File: src/rtl/filter_pkg.sv
// Shared types for the filter sequencer: FSM state encoding and filter mode codes.
package filter_pkg;

  typedef enum logic [2:0] {
    IDLE,
    LOAD,
    START,
    RUN,
    CLEAR,
    DRAIN
  } seq_state_t;

  localparam int unsigned MODE_MASK  = 0;
  localparam int unsigned MODE_ROUND = 1;
  localparam int unsigned MODE_PIXEL = 2;
  localparam int unsigned MODE_INDEX = 3;

endpackage

File: src/rtl/filter_seq_buf.sv
// Register-array group buffer: one synchronous write port, one asynchronous read port.
module filter_seq_buf #(
  parameter int DEPTH = 8,
  parameter int DW    = 24,
  parameter int AW    = 3
) (
  input  logic          clk,
  input  logic          we,
  input  logic [AW-1:0] waddr,
  input  logic [DW-1:0] wdata,
  input  logic [AW-1:0] raddr,
  output logic [DW-1:0] rdata
);

  logic [DW-1:0] mem [DEPTH];

  // Contents are don't-care after reset; readers gate what they expose.
  always_ff @(posedge clk) begin
    if (we) begin
      mem[waddr] <= wdata;
    end
  end

  assign rdata = mem[raddr];

endmodule

File: src/rtl/filter_sequencer.sv
// Job-level controller for one pixel filter: buffer a job, burst it into the filter, stream results back.
// Optional FILTER_SEQ_STATS_EN adds saturating job and nonzero-result-pixel counters.
module filter_sequencer
  import filter_pkg::*;
#(
  parameter  int PIXEL_SIZE = 3,
  parameter  int PIXEL_NUM  = 3,
  parameter  int DEPTH      = 8,
  localparam int W          = 2**PIXEL_SIZE,
  localparam int LW         = $clog2(DEPTH+1),
  localparam int GW         = W*PIXEL_NUM
) (
  input  logic          clk,
  input  logic          areset,
  input  logic          job_valid,
  output logic          job_ready,
  input  logic [W-1:0]  job_mode,
  input  logic [W-1:0]  job_omega,
  input  logic [W-1:0]  job_epsilon,
  input  logic [LW-1:0] job_len,
  input  logic          in_valid,
  output logic          in_ready,
  input  logic [GW-1:0] in_pixel,
  output logic          out_valid,
  input  logic          out_ready,
  output logic [GW-1:0] out_result,
  output logic          out_last,
  output logic          busy,
  output logic [W-1:0]  f_mode,
  output logic [W-1:0]  f_omega,
  output logic [W-1:0]  f_epsilon,
  output logic [GW-1:0] f_pixel,
  input  logic [GW-1:0] f_result,
  output logic          f_enable,
  output logic          f_clear,
  input  logic          f_ready
`ifdef FILTER_SEQ_STATS_EN
  ,
  output logic [15:0]   stat_jobs,
  output logic [15:0]   stat_hits
`endif
);

  localparam int AW = (DEPTH > 1) ? $clog2(DEPTH) : 1;

  seq_state_t    state, state_next;
  logic [LW-1:0] len_q, loaded, run_cnt, rd, len_clamped;
  logic          in_hs, out_hs, capture;
  logic [AW-1:0] cap_idx;
  logic [GW-1:0] in_rdata, res_rdata;

  assign len_clamped = (job_len > LW'(DEPTH)) ? LW'(DEPTH) : job_len;
  assign in_hs       = in_valid && in_ready;
  assign out_hs      = out_valid && out_ready;
  assign busy        = (state != IDLE);

  // The filter result lags its round by one cycle, so round k lands in slot run_cnt-1
  // during RUN cycles 1..len-1 and in the CLEAR cycle (where run_cnt == len).
  assign cap_idx = run_cnt[AW-1:0] - AW'(1);
  assign capture = (((state == RUN) && (run_cnt != '0)) || (state == CLEAR)) && f_ready;

  always_ff @(posedge clk or negedge areset) begin
    if (!areset) begin
      state     <= IDLE;
      len_q     <= '0;
      loaded    <= '0;
      run_cnt   <= '0;
      rd        <= '0;
      f_mode    <= '0;
      f_omega   <= '0;
      f_epsilon <= '0;
    end else begin
      state <= state_next;
      case (state)
        IDLE: begin
          loaded  <= '0;
          run_cnt <= '0;
          rd      <= '0;
          if (job_valid) begin
            len_q     <= len_clamped;
            f_mode    <= job_mode;
            f_omega   <= job_omega;
            f_epsilon <= job_epsilon;
          end
        end
        LOAD: begin
          if (in_hs) begin
            loaded <= loaded + LW'(1);
          end
        end
        RUN, CLEAR: run_cnt <= run_cnt + LW'(1);
        DRAIN: begin
          if (out_hs) begin
            rd <= rd + LW'(1);
          end
        end
        default: ;
      endcase
    end
  end

  // job_ready is gated by reset so every output reads zero while reset is held.
  always_comb begin
    state_next = state;
    job_ready  = 1'b0;
    in_ready   = 1'b0;
    out_valid  = 1'b0;
    out_last   = 1'b0;
    out_result = '0;
    f_pixel    = '0;
    f_enable   = 1'b0;
    f_clear    = 1'b0;
    case (state)
      IDLE: begin
        job_ready = areset;
        if (job_valid && (len_clamped != '0)) begin
          state_next = LOAD;
        end
      end
      LOAD: begin
        in_ready = (loaded < len_q);
        if (in_valid && (loaded == len_q - LW'(1))) begin
          state_next = START;
        end
      end
      START: begin
        f_enable   = 1'b1;
        state_next = RUN;
      end
      RUN: begin
        f_pixel = in_rdata;
        if (run_cnt == len_q - LW'(1)) begin
          state_next = CLEAR;
        end
      end
      CLEAR: begin
        f_clear    = 1'b1;
        state_next = DRAIN;
      end
      DRAIN: begin
        out_valid  = (rd < len_q);
        out_result = out_valid ? res_rdata : '0;
        out_last   = out_valid && (rd == len_q - LW'(1));
        if (out_ready && out_last) begin
          state_next = IDLE;
        end
      end
      default: state_next = IDLE;
    endcase
  end

  filter_seq_buf #(.DEPTH(DEPTH), .DW(GW), .AW(AW)) u_inbuf (
    .clk   (clk),
    .we    (in_hs),
    .waddr (loaded[AW-1:0]),
    .wdata (in_pixel),
    .raddr (run_cnt[AW-1:0]),
    .rdata (in_rdata)
  );

  filter_seq_buf #(.DEPTH(DEPTH), .DW(GW), .AW(AW)) u_resbuf (
    .clk   (clk),
    .we    (capture),
    .waddr (cap_idx),
    .wdata (f_result),
    .raddr (rd[AW-1:0]),
    .rdata (res_rdata)
  );

`ifdef FILTER_SEQ_STATS_EN
  logic [16:0] hit_sum;

  always_comb begin
    hit_sum = {1'b0, stat_hits};
    if (capture) begin
      for (int i = 0; i < PIXEL_NUM; i++) begin
        if (f_result[i*W +: W] != '0) begin
          hit_sum = hit_sum + 17'd1;
        end
      end
    end
  end

  always_ff @(posedge clk or negedge areset) begin
    if (!areset) begin
      stat_jobs <= '0;
      stat_hits <= '0;
    end else begin
      if (out_hs && out_last && (stat_jobs != 16'hFFFF)) begin
        stat_jobs <= stat_jobs + 16'd1;
      end
      stat_hits <= hit_sum[16] ? 16'hFFFF : hit_sum[15:0];
    end
  end
`endif

endmodule
File: config.mk
export PLATFORM = sky130hd
export DESIGN_NAME = filter_sequencer
export DESIGN_NICKNAME = d
export VERILOG_FILES = /design/src/rtl/filter_pkg.sv /design/src/rtl/filter_seq_buf.sv /design/src/rtl/filter_sequencer.sv
export SDC_FILE = /design/constraint.sdc
export NUM_CORES = 1
export LEC_CHECK = 0
export BUFFER_PORTS_ARGS = -buffer_cell sky130_fd_sc_hd__buf_2
export CORE_MARGIN = 2
export CORE_UTILIZATION = 48
export DETAILED_ROUTE_END_ITERATION = 8
export GPL_TIMING_DRIVEN = 0
export PLACE_DENSITY_LB_ADDON = 0.3
export SLEW_MARGIN = 10
export SYNTH_ARGS = -nofsm -noshare
export SYNTH_HDL_FRONTEND = slang
export SYNTH_SLANG_ARGS = --single-unit
File: constraint.sdc
create_clock -name clk -period 5.6 [get_ports clk]
set_input_delay 0.28 -clock clk [delete_from_list [all_inputs] [get_ports clk]]
set_output_delay 0.28 -clock clk [all_outputs]
set_load 0.1 [all_outputs]
==> summary.txt <==
Power
  • Design Power: 10.7 mW
  • Cell Pwr Density: 507 mW/mm^2
  • VDD IR max: 471 uV
  • Leakage: 7.33 nW

Timing
  • Max-slew violations: 0
  • Setup TNS Final: 0 ns
  • Least-Margin Pin Slew: 1.06 ns
  • Worst hold slack: 0.0187 ns
  • Worst Skew: 0.0161 ns
  • Final worst path period need: 4.08 ns
  • Fin crit share: 72.8%
  • RSZ-0062 raised after global routing: false
  • Slack of the critical path: 1.52 ns
  • Final setup violation count: 0
  • Slew margin rel.: 29.6%
  • Hold Violations, Final: 0
  • Max Clk Rate: 245 MHz

Synth
  • Syn_area_per_cell: 20.0 sq um
  • Post-synth top flop: edfxtp_1
  • Syn_nets: 946
  • Count leader, synth: edfxtp_1
  • Most area-consuming cells after synthesis: edfxtp_1, mux4_2, dfrtp_1, mux2i_1, mux2_2
  • FFs w/ async S/R, synth: 10.1%
  • Post-synthesis cell area: 0.0170 sq mm
  • Post-synth top area share: 67.8%
  • FF+latch count, synth: 427
  • Seq/Total Area, Yosys: 74.2%
  • Post-synth cell types: 48
  • Number of synthesized flops with an enable pin: 384
  • Post-synth top area cell: edfxtp_1
  • Commonest cells in the netlist: edfxtp_1, mux4_2, nor2_1, mux2i_1, dfrtp_1
  • Cells after Synth: 851
  • Ys Warns: 0

Worst setup path
  • Startpoint types: register
  • R2R depth: 11
  • Critical path peak fanout: 10
  • Worst Path Arrival: 3.80 ns
  • Most frequent cell on the critical path: clkbuf_1
  • Largest stage delay, worst path: 0.55 ns
  • CP Capture Type: primary output
  • CP Depth: 11
  • Delay-heaviest family, CP: buffers and inverters
  • Slowest-stage cell, CP: clkbuf_1
  • Worst-path cell chain: clkbuf_1 -> buf_2 -> inv_1 -> ha_1 -> nor2b_1 -> o211ai_1 -> nand3_1 -> clkbuf_1 -> clkbuf_1 -> nor2_1 -> buf_2
  • R2r setup slk: 2.05 ns
  • Critical path type: reg2out
  • WP data required: 5.32 ns
  • Critical path buffers and inverters: 6

GRT
  • Initial antenna violation count: 1
  • Vias in the first global route: 9486
  • Pin count of the biggest net entering global routing: 45
  • GRT overflow: 0
  • First-pass GRT wire length: 55.2 mm
  • GR Util All Layers: 20.3%

Floorplanning
  • Area of the core: 0.0347 sq mm
  • Die W: 192 microns
  • Starting density of the core: 49.0%
  • Std cell rows: 68
  • Die height: 192 microns
  • Top Ports: 161
  • Die area: 0.0369 sq mm

CTS
  • Longest Clk Path Bufs: 3
  • CTS Sinks: 427
  • CTS tree: done
  • Gates resized, CTS repair: 0
  • TritonCTS Buffers: 44
  • Worst skew pair latency: 0.55 ns
  • Worst-path clk slew: 0.06 ns
  • Clock H-tree levels: 2
  • Root Buffer: clkbuf_16

Finish
  • Final core occ: 60.5%
  • Fraction of layout cells with a size suffix above 1: 34.8%
  • Nets: 1267
  • Area grow syn2layout: 23.6%

Placed design
  • Port Buffers: 160
  • DP Worst Slack: 2.04 ns
  • Placed wire-length estimate: 23.8 mm
  • GPL Wtd Cong: 0.779

Routing
  • Vias per cell: 5.47
  • Post-Route WL: 36.4 mm
  • Total iterations of the first detailed-routing run: 4
  • DRT iter0 DRCs: 755
  • DR DRC count: 0
  • Routed Antenna Nets: 0
  • Avg WL per Cell: 21.9 microns
  • Via count: 9079

Run
  • Max cap viols: 0

Status
  • Status: complete, no violations

Min path
  • Hold path depth: 1
  • Hold Crit Class: in2reg
==> path summary, 6_finish.rpt <==
| path | start | to |
|---|---|---|
| max | rd[0]$_DFFE_PN0P_ | out_result[10] |
| min | in_pixel[13] | u_inbuf.mem[0][13]$_DFFE_PP_ |
| max reg2reg | run_cnt[1]$_DFFE_PN0P_ | u_resbuf.mem[6][4]$_DFFE_PP_ |
| min reg2reg | f_epsilon[3]$_DFFE_PN0P_ | f_epsilon[3]$_DFFE_PN0P_ |
| max in group asynchronous | areset | f_mode[2]$_DFFE_PN0P_ |
| min in group asynchronous | areset | f_epsilon[2]$_DFFE_PN0P_ |
==> repair_timing <==
action                    in CTS  in global routing
hold buffers                  74                  0
hold endpoints to repair     426                  0
buffers inserted               0                  0
==> cell usage in the layout (no fill, tap or decap), types with 8 or more instances in the layout <==
cell / netlist / final
buf_2: 13 / 174
buf_4: 0 / 29
clkbuf_1: 30 / 39
clkbuf_16: 0 / 45
clkinv_1: 0 / 9
dfrtp_1: 43 / 43
dlygate4sd3_1: 0 / 74
edfxtp_1: 384 / 384
ha_1: 13 / 13
inv_1: 14 / 14
mux2_2: 25 / 25
mux2i_1: 53 / 53
mux4_2: 96 / 96
nand2_1: 19 / 19
nor2_1: 59 / 54
nor3_2: 2 / 9
o21ai_0: 8 / 8
xnor2_1: 10 / 10
==> per-stage QoR <==
stage	area (sq um)	std cells
after global placement	18400	1466
after floorplan	17000	851
after CTS	21000	1659
after global routing	21000	1659
final	21000	1660
after detailed placement	18900	1507
==> where the power goes <==
group / switching [mW] / internal [mW] / total, mW
sequential: 0.107 / 3.76 / 3.87
clock: 1.16 / 1.65 / 2.82
combinational: 2.75 / 1.22 / 3.97
==> metal layers <==
metal / global-route usage [%] / share of wire [%] / vias to the layer above / routed length (microns)
met2: 32.8 / 48 / 289 / 17500
met1: 28.2 / 44 / 4657 / 15900
li1: - / - / 4075 / -
met4: 6.25 / 2.4 / 0 / 873
met3: 3.84 / 5.7 / 58 / 2090
met5: 0 / 0 / - / 0
==> worst reg2reg max path: cells and delay by family, from the launching register on <==
family	cells	cell delay, ns
buffers and inverters	5	1.59
AOI/OAI and AO/OA	1	0.13
DFF	1	0.35
adders and majority gates	1	0.27
and+or+nand+nor	4	0.92
==> cell families (layout without fill, tap and decap cells) <==
kind of cell / Yosys count / count (layout) / synth area share, %
AOI/OAI and AO/OA: 36 / 36 / 1.55
other: 0 / 1 / 0
xor gates and xnor gates: 18 / 18 / 0.972
buffers and inverters: 62 / 415 / 1.46
adders and majority gates: 13 / 13 / 0.957
muxes: 174 / 174 / 17.5
and+or+nand+nor: 121 / 121 / 3.40
DFF: 427 / 427 / 74.2
==> flip-flops by register name (all words and copies together), names as in the netlist <==
signal / count
u_inbuf.mem: 192
u_resbuf.mem: 192
f_epsilon: 8
f_mode: 8
f_omega: 8
len_q: 4
loaded: 4
rd: 4
run_cnt: 4
state: 3
==> area by class of cell <==
type	count	area, sq um
Fill cell	2495	13700
Sequential cell	427	12600
Multi-Input combinational cell	362	4240
Timing Repair Buffer	275	1950
Clock buffer	54	1160
Tap cell	455	569
Clock inverter	24	223
Buffer	48	196
Inverter	14	52.6
Antenna cell	1	2.50
No activity file was read; power rests on OpenSTA's default activity.
